File: config.mk
export PLATFORM = sky130hd
export DESIGN_NAME = wb_commit_tracer
export DESIGN_NICKNAME = d
export VERILOG_FILES = /design/src/rtl/wb_commit_tracer_pkg.sv /design/src/rtl/wb_commit_tracer_fifo.sv /design/src/rtl/wb_commit_tracer.sv
export SDC_FILE = /design/constraint.sdc
export NUM_CORES = 1
export LEC_CHECK = 0
export ABC_AREA = 1
export BUFFER_PORTS_ARGS = -buffer_cell sky130_fd_sc_hd__buf_2
export CELL_PAD_IN_SITES_DETAIL_PLACEMENT = 1
export CELL_PAD_IN_SITES_GLOBAL_PLACEMENT = 2
export CORE_UTILIZATION = 38
export DETAILED_ROUTE_END_ITERATION = 10
export GPL_TIMING_DRIVEN = 0
export HOLD_SLACK_MARGIN = 0.1
export PLACE_DENSITY_LB_ADDON = 0.1
export SLEW_MARGIN = 20
export SYNTH_ARGS = -nofsm -noshare
export SYNTH_HDL_FRONTEND = slang
export SYNTH_SLANG_ARGS = --single-unit
File: constraint.sdc
create_clock -name t_clk -period 8.7 [get_ports t_clk]
set_input_delay 1.74 -clock t_clk [delete_from_list [all_inputs] [get_ports t_clk]]
set_output_delay 1.74 -clock t_clk [all_outputs]
set_load 0.03 [all_outputs]
File: src/rtl/wb_commit_tracer_pkg.sv
// Shared widths, RISC-V opcode constants and record-width helper for the
// writeback commit tracer.
package wb_commit_tracer_pkg;

  // Shared opcode width used across the processing unit and the tracer
  localparam int WB_OPCODE_WIDTH = 7;

  // RISC-V base opcodes, handy when benches decode traced records
  localparam logic [WB_OPCODE_WIDTH-1:0] OPC_LOAD   = 7'b0000011;
  localparam logic [WB_OPCODE_WIDTH-1:0] OPC_OP_IMM = 7'b0010011;
  localparam logic [WB_OPCODE_WIDTH-1:0] OPC_AUIPC  = 7'b0010111;
  localparam logic [WB_OPCODE_WIDTH-1:0] OPC_STORE  = 7'b0100011;
  localparam logic [WB_OPCODE_WIDTH-1:0] OPC_OP     = 7'b0110011;
  localparam logic [WB_OPCODE_WIDTH-1:0] OPC_LUI    = 7'b0110111;
  localparam logic [WB_OPCODE_WIDTH-1:0] OPC_BRANCH = 7'b1100011;
  localparam logic [WB_OPCODE_WIDTH-1:0] OPC_JALR   = 7'b1100111;
  localparam logic [WB_OPCODE_WIDTH-1:0] OPC_JAL    = 7'b1101111;
  localparam logic [WB_OPCODE_WIDTH-1:0] OPC_SYSTEM = 7'b1110011;

  // Width of one commit record {opcode, funct3, rd, rd data, next pc}
  function automatic int recordWidth(input int opW, input int f3W, input int aW,
                                     input int dW, input int pcW);
    return opW + f3W + aW + dW + pcW;
  endfunction

  // Record width at default parameters (79 bits)
  localparam int WB_RECORD_WIDTH_DEF = recordWidth(WB_OPCODE_WIDTH, 3, 5, 32, 32);

endpackage

File: src/rtl/wb_commit_tracer_fifo.sv
// Generic synchronous first-word-fall-through FIFO with a registered head.
// A word pushed into an empty FIFO shows up on data_o right after the edge.
module wb_record_fifo #(
  parameter int WIDTH = 79,
  parameter int DEPTH = 8
) (
  input  logic                     clk,
  input  logic                     rst_n,
  input  logic                     push_i,
  input  logic                     pop_i,
  input  logic [WIDTH-1:0]         data_i,
  output logic [WIDTH-1:0]         data_o,
  output logic                     valid_o,
  output logic                     full_o,
  output logic                     empty_o,
  output logic [$clog2(DEPTH):0]   level_o
);

  localparam int PTR_W = $clog2(DEPTH);
  localparam int LVL_W = PTR_W + 1;

  logic [WIDTH-1:0] mem_q [DEPTH];
  logic [PTR_W-1:0] wr_ptr_q, wr_ptr_d;
  logic [PTR_W-1:0] rd_ptr_q, rd_ptr_d;
  logic [LVL_W-1:0] level_q, level_d;
  logic [WIDTH-1:0] head_q, head_d;
  logic             full, empty, doPush, doPop;

  assign full    = (level_q == LVL_W'(DEPTH));
  assign empty   = (level_q == '0);
  assign doPop   = pop_i & ~empty;
  assign doPush  = push_i & (~full | doPop);

  assign data_o  = head_q;
  assign valid_o = ~empty;
  assign full_o  = full;
  assign empty_o = empty;
  assign level_o = level_q;

  // Next pointers, level and head; the head comes straight from the incoming
  // word when that word lands in the slot that becomes the new head
  always_comb begin
    wr_ptr_d = wr_ptr_q;
    rd_ptr_d = rd_ptr_q;
    level_d  = level_q;
    head_d   = head_q;
    if (doPush) wr_ptr_d = wr_ptr_q + PTR_W'(1);
    if (doPop)  rd_ptr_d = rd_ptr_q + PTR_W'(1);
    case ({doPush, doPop})
      2'b10:   level_d = level_q + LVL_W'(1);
      2'b01:   level_d = level_q - LVL_W'(1);
      default: level_d = level_q;
    endcase
    if (level_d != '0) begin
      if (doPush && (wr_ptr_q == rd_ptr_d)) head_d = data_i;
      else                                  head_d = mem_q[rd_ptr_d];
    end
  end

  // Storage array; contents need no reset because level gates visibility
  always_ff @(posedge clk) begin
    if (doPush) mem_q[wr_ptr_q] <= data_i;
  end

  // Pointer, level and head registers
  always_ff @(posedge clk or negedge rst_n) begin
    if (!rst_n) begin
      wr_ptr_q <= '0;
      rd_ptr_q <= '0;
      level_q  <= '0;
      head_q   <= '0;
    end else begin
      wr_ptr_q <= wr_ptr_d;
      rd_ptr_q <= rd_ptr_d;
      level_q  <= level_d;
      head_q   <= head_d;
    end
  end

endmodule

File: src/rtl/wb_commit_tracer.sv
// Writeback commit tracer: captures each retiring instruction as a record,
// buffers it, and keeps retire/drop counters plus a sticky overflow flag.
module wb_commit_tracer
  import wb_commit_tracer_pkg::*;
#(
  parameter int DWIDTH       = 32,
  parameter int AWIDTH       = 5,
  parameter int FUNCT_WIDTH  = 3,
  parameter int OPCODE_WIDTH = WB_OPCODE_WIDTH,
  parameter int PC_WIDTH     = 32,
  parameter int FIFO_DEPTH   = 8,
  parameter int CNT_WIDTH    = 32
) (
  input  logic                         t_clk,
  input  logic                         t_rst,
  input  logic                         t_i_ce,
  input  logic                         t_i_ws_stall,
  input  logic                         t_i_ws_flush,
  input  logic [OPCODE_WIDTH-1:0]      t_i_ws_opcode,
  input  logic [FUNCT_WIDTH-1:0]       t_i_ws_funct3,
  input  logic [AWIDTH-1:0]            t_i_ws_addr_rd,
  input  logic [DWIDTH-1:0]            t_i_ws_data_rd,
  input  logic [PC_WIDTH-1:0]          t_i_ws_next_pc,
  input  logic                         t_i_ready,
  input  logic                         t_i_clr,
  output logic                         t_o_valid,
  output logic [OPCODE_WIDTH-1:0]      t_o_opcode,
  output logic [FUNCT_WIDTH-1:0]       t_o_funct3,
  output logic [AWIDTH-1:0]            t_o_addr_rd,
  output logic [DWIDTH-1:0]            t_o_data_rd,
  output logic [PC_WIDTH-1:0]          t_o_next_pc,
  output logic [$clog2(FIFO_DEPTH):0]  t_o_level,
  output logic [CNT_WIDTH-1:0]         t_o_retire_cnt,
  output logic [CNT_WIDTH-1:0]         t_o_drop_cnt,
  output logic                         t_o_overflow
);

  localparam int REC_W = recordWidth(OPCODE_WIDTH, FUNCT_WIDTH, AWIDTH, DWIDTH, PC_WIDTH);

  logic             capture, pop, push, drop, fifoFull, fifoEmpty;
  logic [REC_W-1:0] recIn, recOut;
  logic [CNT_WIDTH-1:0] retireCnt_q, retireCnt_d;
  logic [CNT_WIDTH-1:0] dropCnt_q, dropCnt_d;
  logic                 overflow_q, overflow_d;

  // Flush wins over everything; a stalled instruction has not retired yet
  assign capture = t_i_ce & ~t_i_ws_stall & ~t_i_ws_flush;
  assign pop     = t_o_valid & t_i_ready;
  assign push    = capture & (~fifoFull | pop);
  assign drop    = capture & fifoFull & ~pop;

  assign recIn = {t_i_ws_opcode, t_i_ws_funct3, t_i_ws_addr_rd, t_i_ws_data_rd, t_i_ws_next_pc};
  assign {t_o_opcode, t_o_funct3, t_o_addr_rd, t_o_data_rd, t_o_next_pc} = recOut;

  wb_record_fifo #(
    .WIDTH (REC_W),
    .DEPTH (FIFO_DEPTH)
  ) uFifo (
    .clk     (t_clk),
    .rst_n   (t_rst),
    .push_i  (push),
    .pop_i   (pop),
    .data_i  (recIn),
    .data_o  (recOut),
    .valid_o (t_o_valid),
    .full_o  (fifoFull),
    .empty_o (fifoEmpty),
    .level_o (t_o_level)
  );

  // Clear first, then count whatever happens this cycle; drop count saturates
  always_comb begin
    retireCnt_d = t_i_clr ? '0 : retireCnt_q;
    dropCnt_d   = t_i_clr ? '0 : dropCnt_q;
    overflow_d  = t_i_clr ? 1'b0 : overflow_q;
    if (capture) retireCnt_d = retireCnt_d + CNT_WIDTH'(1);
    if (drop) begin
      if (dropCnt_d != '1) dropCnt_d = dropCnt_d + CNT_WIDTH'(1);
      overflow_d = 1'b1;
    end
  end

  // Counter and sticky flag registers
  always_ff @(posedge t_clk or negedge t_rst) begin
    if (!t_rst) begin
      retireCnt_q <= '0;
      dropCnt_q   <= '0;
      overflow_q  <= 1'b0;
    end else begin
      retireCnt_q <= retireCnt_d;
      dropCnt_q   <= dropCnt_d;
      overflow_q  <= overflow_d;
    end
  end

  assign t_o_retire_cnt = retireCnt_q;
  assign t_o_drop_cnt   = dropCnt_q;
  assign t_o_overflow   = overflow_q;

endmodule

==> out/results.ini, run 1 <==
[floorplan]
row_count=113
die_x_um=312
die_area_um2=97600
io_pins=235
die_y_um=312
core_area_um2=95200
initial_core_util=0.385

[logic_synthesis]
synth.net_count=3860
async_flop_share=0.196
ys_seq_area_frac=0.624
synth.area.mux_share=0.000273
synth_compound_area_frac=0.00608
synth_top_family_by_area=simple AND/OR/NAND/NOR gates
synth_area_um2=36600
syn_area_per_cell_um2=9.72
netlist_instances=3767
synth_xor_area_frac=0.0127
ys_warn_count=0
synthSimpleGateAreaFrac=0.259
ys_ff_latch=786
synth_ff_type=edfxtp_1
synth.distinct_cells=37
synth_fa_ha_area_frac=0.00239
synth_edf_count=632

[clocking]
tritoncts=yes
insertion_delay_ps=680
clk_path_buf_depth=3
cts_made_buffers=92
cts.sinks=786
postCtsSetupBuffers=0
hold_buffers=0
htree_levels=3
cts-resized-gates=0
cts_root_buf=clkbuf_16
path_clk_slew_ps=60

[min_path]
hp-class=reg2reg

[power]
p_clk_frac=0.271
seqPwrFrac=0.313
p_switching_mw=6.25
intPower_mw=8.36
irDropWorstVdd_v=0.000206
switching_share=0.428
power.leakage_nw=18.8
power_density_nw_per_um2=337
power_frac_comb=0.416
p_total_mw=14.6

[setup_path]
cp.arrival_ps=6150
max_stage_delay_ps=510
critPathKind=in2reg
worstSetupStartpointType=primary input
endpoint_kind=flop
crit_required_ps=9250
path_cells=buf_2, nor2_1, nand3_1, nand2_1, ha_1, xor2_1, ha_1, a21oi_1, xnor2_1, o21ai_1, nor3_4, buf_8, nand3_2, buf_4, buf_6, nand2_1, nand2_1
crit_fanout=10
cp_top_family=simple AND/OR/NAND/NOR gates
cpMaxStageDelayCell=nand3_2
cpMostUsedCell=nand2_1
path_buf_inv=4

[global_routing]
grt.total_usage=0.256
antenna_found_initial=9
grt_max_degree=69
overflow=0
grt_pass1_wl_um=188000
first_global_vias=29415

[drt]
drc_errors=0
vias_per_cell=5.26
drt-pass1-iter-count=5
routed_wl_um=126000
met1_length_um=56800
dr.max_layer_used=met5
drt_iter0_drc=2172
vias=28778
route.met3.wl_um=6500
routedWlPerCell_um=23.0
wl_met2_um=58700
ant_nets=0

[layout]
drive_gt1_frac=0.133
synthToLayoutAreaGrowth_pct=18.5
final_cell_area_um2=43400
fill_cells=10725
fin_nets=4224

[sta]
rsz0062_at_grt=no
relSlewSlack=0.439
hold_violations=0
tns_ps=0
skew_ps=25.7
worst_slew_pin_slew_ps=839
slew_viol_final=0
fmax_mhz=179
min_period_ps=5600
setup_viol=0
fin_crit_sh=0.644

[place]
gp_congestion=0.831
dpl.hpwl_um=87100
io_buffers=233
placed_cell_area_um2=40300

[run]
maxCapViolCount=0

[run_status]
status=finished clean

sequential cells by signal, indices dropped and copies added (netlist names):
name	count
t_o_drop_cnt	32
t_o_overflow	1
t_o_retire_cnt	32
uFifo.data_o	79
uFifo.level_o	4
uFifo.mem_q	632
uFifo.rd_ptr_q	3
uFifo.wr_ptr_q	3
per-stage QoR:
stage | util | std cells | hold WS (ps) | setup slack [ps]
finish | 0.456 | 5476 | 489 | 3100
global route | 0.456 | 5472 | 526 | 3030
CTS | 0.456 | 5472 | 489 | 3080
detailed placement | 0.424 | 5302 | 473 | 2400
global placement | 0.414 | 5265 | 467 | -2040
floorplan | - | 3767 | 520 | 2420
synthesized netlist by cell type (2+ instances only):
| master | n | share of area |
|---|---|---|
| a21oi_1 | 2 | 0.00027 |
| nand2_1 | 574 | 0.059 |
| clkbuf_1 | 96 | 0.0098 |
| xor2_1 | 36 | 0.0086 |
| nor4_1 | 3 | 0.00051 |
| buf_2 | 107 | 0.015 |
| nand4_1 | 96 | 0.016 |
| nor2_2 | 6 | 0.0010 |
| ha_1 | 7 | 0.0024 |
| inv_2 | 6 | 0.00062 |
| or2_1 | 2 | 0.00034 |
| xnor2_1 | 17 | 0.0041 |
| nor3_2 | 2 | 0.00055 |
| nand3b_1 | 84 | 0.017 |
| nor3_1 | 23 | 0.0031 |
| inv_1 | 643 | 0.066 |
| buf_4 | 4 | 0.00082 |
| nand2b_1 | 2 | 0.00034 |
| o21ai_1 | 16 | 0.0022 |
| nor2_1 | 99 | 0.010 |
| nand3_2 | 2 | 0.00055 |
| dfrtp_1 | 154 | 0.11 |
| o21ai_0 | 25 | 0.0034 |
| nand2_2 | 3 | 0.00051 |
| buf_1 | 35 | 0.0036 |
| nand3_1 | 1080 | 0.15 |
| and2_1 | 2 | 0.00034 |
| edfxtp_1 | 632 | 0.52 |
layer usage:
layer  track usage  vias to the layer above
met3        0.0327                      199
met5             0                        -
met4        0.0788                        2
met1         0.360                    14411
met2         0.413                      765
li1              -                    13401
worst reg2reg max path, delay by kind of cell, from the launching register on:
kind | cells | cell delay (ps)
adders and majority gates | 2 | 520
DFF | 1 | 450
buffers and inverters | 3 | 870
xor gates and xnor gates | 2 | 400
AOI/OAI and AO/OA | 2 | 170
and+or+nand+nor | 7 | 2260
power groups by stage:
stage | Combinational (mW) | Clock (mW) | Sequential (mW)
after floorplan | 3.27 | 0 | 5.04
after global placement | 5.96 | 0 | 4.67
after detailed placement | 6.10 | 0 | 4.65
after CTS | 6.13 | 4.02 | 4.58
after global routing | 6.62 | 4.15 | 4.61
final | 6.07 | 3.95 | 4.58
path summary, 6_finish.rpt:
path	startpoint	to	slack [ps]	cells after the start
worst max-delay path	t_i_ready	uFifo.data_o[75]$_DFFE_PN0P_	3100	17
worst min-delay path	t_o_overflow$_DFFE_PN0P_	t_o_overflow$_DFFE_PN0P_	490	2
max in group asynchronous	t_rst	uFifo.data_o[73]$_DFFE_PN0P_	6930	2
min in group asynchronous	t_rst	uFifo.data_o[45]$_DFFE_PN0P_	980	1
worst max register to register	uFifo.level_o[1]$_DFF_PN0_	uFifo.data_o[75]$_DFFE_PN0P_	3920	16
worst min register to register	t_o_overflow$_DFFE_PN0P_	t_o_overflow$_DFFE_PN0P_	490	2
area by class of cell:
class | count | area (µm²) | share of cell area
Multi-Input combinational cell | 2088 | 10300 | 0.238
Timing Repair Buffer | 270 | 2050 | 0.0472
Antenna cell | 4 | 10.0 | 0.000231
Inverter | 650 | 2440 | 0.0562
Sequential cell | 786 | 22800 | 0.526
Tap cell | 1265 | 1580 | 0.0365
Clock inverter | 51 | 512 | 0.0118
Buffer | 243 | 1070 | 0.0246
Clock buffer | 119 | 2560 | 0.0589
cells in the final DEF, fill, tap and decap left out, drive strengths merged, types with 3 or more instances in the layout:
master / Yosys / layout
diode: 0 / 4
buf: 147 / 417
clkinv: 1 / 37
nand3b: 84 / 84
nand4: 96 / 96
nand2: 578 / 578
o21ai: 41 / 41
clkbuf: 96 / 215
or2: 3 / 3
xnor2: 17 / 17
xor2: 36 / 36
dfrtp: 154 / 154
clkinvlp: 0 / 3
nor4: 3 / 3
bufinv: 0 / 9
nor3: 26 / 26
edfxtp: 632 / 632
nand3: 1082 / 1082
ha: 7 / 7
inv: 649 / 652
nor2: 106 / 106
kinds of logic after synthesis:
| group | Yosys count |
|---|---|
| buffers and inverters | 893 |
| DFF | 786 |
| xor gates and xnor gates | 53 |
| and+or+nand+nor | 1983 |
| adders and majority gates | 7 |
| AOI/OAI and AO/OA | 44 |
| muxes | 1 |
(Power assumes the default switching activity.)
==> run 2: changes to the inputs <==
==> constraint.sdc (replaced) <==
create_clock -name t_clk -period 5.6 [get_ports t_clk]
set_input_delay 1.12 -clock t_clk [delete_from_list [all_inputs] [get_ports t_clk]]
set_output_delay 1.12 -clock t_clk [all_outputs]
set_load 0.03 [all_outputs]
==> out/results.ini, run 2 (same netlist as run 1, synthesis figures left out) <==
[min_path]
hp-class=in2async

[clocking]
postCtsSetupBuffers=0
clk_path_buf_depth=3
hold_buffers=0
insertion_delay_ps=680
tritoncts=yes
cts_root_buf=clkbuf_16
htree_levels=3
path_clk_slew_ps=60
cts.sinks=786
cts-resized-gates=0
cts_made_buffers=91

[setup_path]
critPathKind=in2reg
ff2ff_setup_slack_ps=570
cp.arrival_ps=5880
path_cells=buf_2, nor3_2, nand2_1, ha_1, xor2_1, ha_1, a21oi_1, xnor2_1, o21ai_1, nor3_4, nand3_2, buf_4, buf_6, nand2_1, nand2_1
cpMostUsedCell=nand2_1
r2r-start=uFifo.level_o[1]$_DFF_PN0_
path_depth=15
crit_fanout=10
reg2regPathDepth=15
crit_required_ps=6140
worstSetupStartpointType=primary input
r2r_end=uFifo.data_o[76]$_DFFE_PN0P_
max_stage_delay_ps=890
cpMaxStageDelayCell=nor3_4
cp_top_family=simple AND/OR/NAND/NOR gates
path_buf_inv=3
endpoint_kind=flop

[floorplan]
die_y_um=312
initial_core_util=0.385
core_area_um2=95200
die_area_um2=97600
die_x_um=312
row_count=113
io_pins=235

[drt]
ant_nets=0
vias_per_cell=5.24
vias=28721
drt-pass1-iter-count=5
routed_wl_um=126000
routedWlPerCell_um=23.0
drt_iter0_drc=2109
drc_errors=0

[global_routing]
first_global_vias=29673
grt_max_degree=76
grt.total_usage=0.258
overflow=0
grt_pass1_wl_um=190000
antenna_found_initial=14

[place]
io_buffers=233
dpl.hpwl_um=87500
placed_cells=5303
placed_cell_area_um2=40400
pre_cts_ws_ps=-477
gp_congestion=0.832

[sta]
min_period_ps=5330
hold_violations=0
fmax_mhz=187
setup_viol=0
slew_viol_final=0
rsz0062_at_grt=no
fin_crit_sh=0.953
skew_ps=24.8
relSlewSlack=0.228
fin_ws_ps=266
tns_ps=0
worst_slew_pin_slew_ps=1150
worst_hold_slack_ps=305

[run]
maxCapViolCount=0

[layout]
largest_reg_flops=632
fill_cells=10747
layout.cells.non_filler=5476
drive_gt1_frac=0.130
top_register=uFifo.mem_q
final_cell_area_um2=43500
layout_commonest_cell=nand3_1
final_cell_mix=1080 x nand3_1, 643 x inv_1, 632 x edfxtp_1
fin_nets=4224
synthToLayoutAreaGrowth_pct=18.8

[power]
power_density_nw_per_um2=522
irDropWorstVdd_v=0.000295
power.leakage_nw=18.8

[run_status]
status=finished clean

run 2: cell count changes in the layout (fill, tap and decap cells not counted):
cell | before | now
clkinv_8 | 1 | 0
buf_12 | 13 | 12
diode_2 | 4 | 2
nand2_2 | 4 | 3
nand2_1 | 573 | 574
clkbuf_16 | 94 | 93
clkbuf_1 | 110 | 117
clkbuf_8 | 11 | 12
buf_16 | 20 | 26
clkinv_2 | 23 | 10
buf_8 | 5 | 1
inv_6 | 2 | 4
clkinv_1 | 12 | 16
bufinv_16 | 9 | 11
run 2: per-layer routing:
metal,up-vias,share of wire,GRT usage
li1,13402,-,-
met1,14420,0.45,0.361
met2,727,0.48,0.425
met3,170,0.045,0.0309
met4,2,0.023,0.0683
met5,-,0.000095,0
run 2: report_power, final:
group | total [mW] | switching (mW) | internal (mW)
Sequential | 7.13 | 0.259 | 6.87
Combinational | 9.35 | 6.89 | 2.46
Clock | 6.23 | 2.51 | 3.72
run 2: worst max path at each step:
stage                       from                            to  slack, ps
floorplan           t_i_ws_stall   uFifo.mem_q[0][0]$_DFFE_PP_        -60
global placement    t_i_ws_stall  uFifo.mem_q[3][76]$_DFFE_PP_      -4600
detailed placement  t_i_ws_stall  uFifo.data_o[76]$_DFFE_PN0P_       -480
CTS                 t_i_ws_stall  uFifo.data_o[76]$_DFFE_PN0P_        200
global route        t_i_ws_stall  uFifo.data_o[76]$_DFFE_PN0P_         40
finish              t_i_ws_stall  uFifo.data_o[76]$_DFFE_PN0P_        270
run 2: worst register-to-register path, cell delays in order, from the launching register on:
cell	delay [ps]
dfrtp_1	520
nor2_2	190
nand3_1	270
nand2_1	400
ha_1	300
xor2_1	230
ha_1	180
a21oi_1	50
xnor2_1	210
o21ai_1	130
nor3_4	890
nand3_2	790
buf_4	460
buf_6	160
nand2_1	80
nand2_1	60
run 2: area by class of cell:
class | count | area (µm²) | area share
Clock inverter | 45 | 523 | 0.0120
Buffer | 243 | 1070 | 0.0246
Sequential cell | 786 | 22800 | 0.525
Clock buffer | 126 | 2570 | 0.0591
Timing Repair Buffer | 271 | 2130 | 0.0490
Antenna cell | 2 | 5.00 | 0.000115
Multi-Input combinational cell | 2088 | 10300 | 0.238
Tap cell | 1265 | 1580 | 0.0364
Inverter | 650 | 2440 | 0.0561
run 2: through the flow:
step,power [mW],util
finish,22.7,0.457
global route,24.0,0.457
CTS,23.0,0.457
detailed placement,16.7,0.424
global placement,16.5,0.414
floorplan,12.9,-
